$ cat src/rtl/hamming_sec_decoder.sv
// Serial single-error-correcting Hamming decoder: scans one codeword bit per cycle to build
// the syndrome, flips the indicated bit, and presents the corrected word and its data bits.
module hamming_sec_decoder #(
  parameter  int M     = 3,
  parameter  int CNT_W = 16,
  localparam int N     = (1 << M) - 1,
  localparam int K     = N - M
) (
  input  logic             clk,
  input  logic             rst_n,
  input  logic             in_valid,
  output logic             in_ready,
  input  logic [N-1:0]     in_word,
  output logic             out_valid,
  input  logic             out_ready,
  output logic [N-1:0]     out_word,
  output logic [K-1:0]     out_data,
  output logic [M-1:0]     out_syndrome,
  output logic             out_err,
  output logic [CNT_W-1:0] err_count,
  output logic [1:0]       dbg_state
);

  // Handshakes: a transfer happens on a rising edge where valid and ready are both high.
  // out_valid, once raised, holds with stable payload until that edge; in_ready is high only in IDLE.

  typedef enum logic [1:0] {
    IDLE = 2'd0,
    SCAN = 2'd1,
    FIX  = 2'd2,
    DONE = 2'd3
  } state_t;

  localparam logic [M-1:0] LAST_POS = M'(N);

  state_t       state;
  logic [N-1:0] word;
  logic [M-1:0] syn;
  logic [M-1:0] idx;
  logic [N-1:0] flip_mask;

  assign dbg_state = state;

  // A syndrome s in 1..N always names a real bit because N = 2^M-1.
  assign flip_mask = (syn == '0) ? '0 : ({{(N-1){1'b0}}, 1'b1} << (syn - 1'b1));

  always_ff @(posedge clk or negedge rst_n) begin
    if (!rst_n) begin
      state        <= IDLE;
      in_ready     <= 1'b0;
      out_valid    <= 1'b0;
      out_word     <= '0;
      out_syndrome <= '0;
      out_err      <= 1'b0;
      err_count    <= '0;
      word         <= '0;
      syn          <= '0;
      idx          <= '0;
    end else begin
      case (state)
        IDLE: begin
          in_ready <= 1'b1;
          if (in_valid && in_ready) begin
            word     <= in_word;
            syn      <= '0;
            idx      <= M'(1);
            in_ready <= 1'b0;
            state    <= SCAN;
          end
        end
        SCAN: begin
          if (word[idx - 1'b1]) syn <= syn ^ idx;
          idx <= idx + 1'b1;
          if (idx == LAST_POS) state <= FIX;
        end
        FIX: begin
          out_word     <= word ^ flip_mask;
          out_syndrome <= syn;
          out_err      <= (syn != '0);
          out_valid    <= 1'b1;
          if ((syn != '0) && (err_count != '1)) err_count <= err_count + 1'b1;
          state <= DONE;
        end
        DONE: begin
          if (out_ready) begin
            out_valid <= 1'b0;
            in_ready  <= 1'b1;
            state     <= IDLE;
          end
        end
        default: state <= IDLE;
      endcase
    end
  end

  // Data bits live at the non-power-of-two positions; position p lands at index p-1-clog2(p+1).
  for (genvar p = 1; p <= N; p++) begin : g_data
    if ((p & (p - 1)) != 0) begin : g_bit
      assign out_data[p - 1 - $clog2(p + 1)] = out_word[p - 1];
    end
  end

endmodule

$ cat config.mk
export PLATFORM = sky130hd
export DESIGN_NAME = hamming_sec_decoder
export DESIGN_NICKNAME = d
export VERILOG_FILES = /design/src/rtl/hamming_sec_decoder.sv
export SDC_FILE = /design/constraint.sdc
export NUM_CORES = 1
export LEC_CHECK = 0
export ABC_AREA = 1
export BUFFER_PORTS_ARGS = -buffer_cell sky130_fd_sc_hd__clkbuf_2
export CORE_ASPECT_RATIO = 1.5
export CORE_MARGIN = 2
export CORE_UTILIZATION = 30
export DETAILED_ROUTE_END_ITERATION = 8
export GPL_TIMING_DRIVEN = 0
export PLACE_DENSITY = 0.44
export SLEW_MARGIN = 20
export SYNTH_ARGS = -nofsm -noshare
export SYNTH_HDL_FRONTEND = slang
export SYNTH_SLANG_ARGS = --single-unit
$ cat constraint.sdc
create_clock -name clk -period 4.1 [get_ports clk]
set_input_delay 0.41 -clock clk [delete_from_list [all_inputs] [get_ports clk]]
set_output_delay 0.41 -clock clk [all_outputs]
set_load 0.03 [all_outputs]
==> metrics.md <==
| Metric | Value |
|---|---|
| Overall routing resource usage | 14.6% |
| Critical path's largest stage delay | 0.42 ns |
| Share of layout cells above drive strength 1 | 21.3% |
| CP arrival | 2.02 ns |
| Critical-path cell list | inv_1 -> ha_1 -> inv_1 -> nor2_2 -> inv_2 -> a21oi_2 -> buf_2 -> nand2_1 -> nand2_1 |
| Flops & latches, synth | 44 |
| Number of global-route vias before repair | around 2k |
| Clk pin slew, worst setup/hold paths | about 0.06 ns |
| Final Hold Viols | 0 |
| Boundary pin count | 46 |
| Largest net degree at the start of global routing | 45 |
| Initial antenna violation count | 0 |
| Final setup fails | 0 |
| Synth Area in Adders | 4.12% |
| Critical path's slowest cell | dfrtp_1 |
| Mean Syn Cell Area | 7.97 sq um |
| Worst R2R Start | dbg_state[0] |
| Clock Sinks | 44 |
| Final WL | 5810 um |
| Hold Crit Class | in -> async |
| HPWL after detailed placement | approximately 4500 um |
| Largest family of logic cells by synthesized area | simple AND/OR/NAND/NOR gates |
| RSZ-0062 raised after global routing | no |
| Lkg Pwr | 1.44 nW |
| Core area | 0.00796 sq mm |
| Mux share of post-synthesis cell area | less than 1% |
| Minimum clock period | about 1.8 ns |
| Clock power frac | between 20% and 30% |
| DRC | 0 |
| CP endpoint kind | flip-flop |
| Post-Synth Simple-Gate Area | 27.1% |
| Sequential share of power | 33.6% |
| CTS tree | built |
| Setup Fix Bufs, Post-CTS | 0 |
| Via count | 2049 |
| XOR/XNOR Fraction of Synth Area | under 10% |
| DIE AREA | 0.00886 sq mm |
| Setup_tns | 0 ns |
| Crit path from | dbg_state[0] |
| Max_slew headroom | 57.5% |
| Drt first pass iters | 5 |
| Inserted Clock Buffers | 5 |
| PortBufs | between 40 and 50 |
| N_diodes | 0 |
| Die span in x | 77.5 um |
| WS Path Type | reg -> reg |
| CTS H-tree lvls | 2 |
| Clk buf depth | 2 |
| Sequential share of the synthesized area | 45.3% |
| DR WL/cell | 12.6 um |
| Max Clock Skew | around 0.0065 ns |
| Standard-cell row count | 40 |
| Max-cap violations | 0 |
| Compound-Gate Fraction of Synth Area | approximately 8.7% |
| Die H | 114 um |
| Clk root buf | clkbuf_16 |
| Outcome | complete, no violations |
| Switching Fraction | 44.6% |
| Max Fclk | 0.555 GHz |
| Yosys cell types | 31 |
| # nets final | 376 |
| Routed vias/inst | approximately 4.4 |
| Gpl congestion | 0.768 |
| Reg2reg path depth | 9 |
| R2r setup slk | 2.30 ns |
| Post-route ant nets | 0 |
| Startpoint Class | flip-flop |
| CP max FO | 10 |
| Power Dens Cells | 703 mW/mm^2 |
| Iter 0 DRT Violations | 85 |
| Tcrit/Tclk final | 44.0% |
| Slew Limit Fails | 0 |
| Syn_nets | around 320 |
| Grt total ovfl | 0 |
| Sw power | 0.922 mW |
| Minimum hold slack | 0.171 ns |
| Initial Utilization | 30.6% |
| Area Growth Syn to Fin | 21.0% |
| Least-Margin Pin Slew | roughly 0.64 ns |
| Combinational fraction of design power | 46.2% |
| FF-to-FF End | err_count[13] |
| Internal power | 1.15 mW |
| First-pass GRT wire length | 9920 um |
| VDD IR max | 0.000220 V |
| Mapped cell area | 0.00243 sq mm |
| Post-Synthesis Cells | 305 |
| Ys Warns | 0 |
| Worst-skew pair later-pin latency | 0.29 ns |
| Required time of the worst setup path | 4.32 ns |
| Hold_buf cts | 0 |
| Resize count post-CTS | 0 |
| Dpl cell area | 0.00279 sq mm |
| Design Area, Final | 0.00294 sq mm |
worst max-delay path: cells and delay by family, from the launching register on:
family,cells,cell delay (ns)
AOI/OAI and AO/OA,1,0.16
adders and majority gates,1,0.22
buffers and inverters,4,0.55
DFF,1,0.42
and+or+nand+nor,3,0.37
through the flow:
| stage | power (mW) | util, % | worst slack [ns] | instances |
|---|---|---|---|---|
| after global routing | 2.26 | 37.0 | 2.05 | 462 |
| after global placement | 1.67 | 35.0 | 2.29 | 455 |
| final | 2.07 | 37.0 | 2.30 | 462 |
| after floorplan | 1.40 | - | 2.43 | 305 |
| after detailed placement | 1.69 | 35.1 | 2.23 | 455 |
| after CTS | 2.12 | 37.0 | 2.21 | 462 |
power by group through the flow:
stage / Sequential [mW] / Combinational [mW] / Clock [mW]
detailed placement: 0.705 / 0.981 / 0
global route: 0.717 / 1.09 / 0.457
floorplan: 0.840 / 0.558 / 0
CTS: 0.699 / 0.982 / 0.440
global placement: 0.702 / 0.970 / 0
finish: 0.695 / 0.955 / 0.419
cells by family (layout without fill, tap and decap cells):
logic type	Yosys count	in the layout
DFF	44	44
adders and majority gates	8	8
muxes	2	2
buffers and inverters	41	93
AOI/OAI and AO/OA	41	41
and+or+nand+nor	151	151
xor gates and xnor gates	18	18
how the worst max path moves through the flow:
stage,to,slack [ns]
after detailed placement,err_count[13],2.23
after CTS,err_count[13],2.21
after global routing,err_count[13],2.05
after global placement,err_count[3],2.29
final,err_count[13],2.30
after floorplan,err_count[7],2.43
synth_stat cells:
cell	number	area [sq um]
a21oi_2	1	8.76
nand3_1	22	110
mux2_2	2	22.5
o21ai_0	22	110
buf_2	2	10.0
nor2_4	2	22.5
xnor2_1	6	52.6
xor2_1	12	105
inv_2	3	11.3
nor2_2	1	6.26
nand4_1	2	12.5
nor3b_2	1	12.5
clkbuf_1	3	11.3
nand2_2	3	18.8
o22ai_1	1	6.26
nand2_4	1	11.3
nand2_1	92	345
ha_1	8	100
o21ai_1	5	25.0
a21oi_1	11	55.1
nor3_2	1	10.0
o211ai_1	1	7.51
nand3_2	1	10.0
buf_6	1	11.3
buf_4	4	30.0
dfrtp_1	44	1100
clkbuf_2	1	5.00
inv_1	27	101
nand3b_1	1	7.51
nor3_1	1	5.00
nor2_1	23	86.3
final cells by class:
type	instances	area [sq um]
inverters	30	113
flip-flops and latches	44	1100
plain buffers	11	67.6
clock buffers	7	153
multi-input cells	220	1150
repair buffers	45	228
well taps	105	131
fillers	840	5010
cells in the final DEF (no fill, tap or decap), drive strengths merged:
| cell type | count |
|---|---|
| a21oi | 12 |
| clkbuf | 56 |
| ha | 8 |
| nor3b | 1 |
| buf | 7 |
| nand3 | 23 |
| xnor2 | 6 |
| mux2 | 2 |
| inv | 30 |
| dfrtp | 44 |
| nor3 | 2 |
| o22ai | 1 |
| xor2 | 12 |
| o21ai | 27 |
| nand4 | 2 |
| nand2 | 96 |
| nor2 | 26 |
| o211ai | 1 |
| nand3b | 1 |
per-layer routing:
| metal | up-vias | share of wire [%] | track usage [%] |
|---|---|---|---|
| met2 | 29 | 56 | 27.7 |
| met3 | 9 | 2.6 | 2.92 |
| met1 | 947 | 40 | 15.4 |
| li1 | 1064 | - | - |
| met5 | - | 0 | 0 |
| met4 | 0 | 2.1 | 6.67 |
flip-flops by register name, indices dropped and copies added, names as in the netlist:
| signal | flops |
|---|---|
| out_syndrome | 3 |
| syn | 3 |
| in_ready | 1 |
| out_word | 7 |
| idx | 3 |
| out_err | 1 |
| err_count | 16 |
| word | 7 |
| dbg_state | 2 |
| out_valid | 1 |
(Power assumes the default switching activity.)
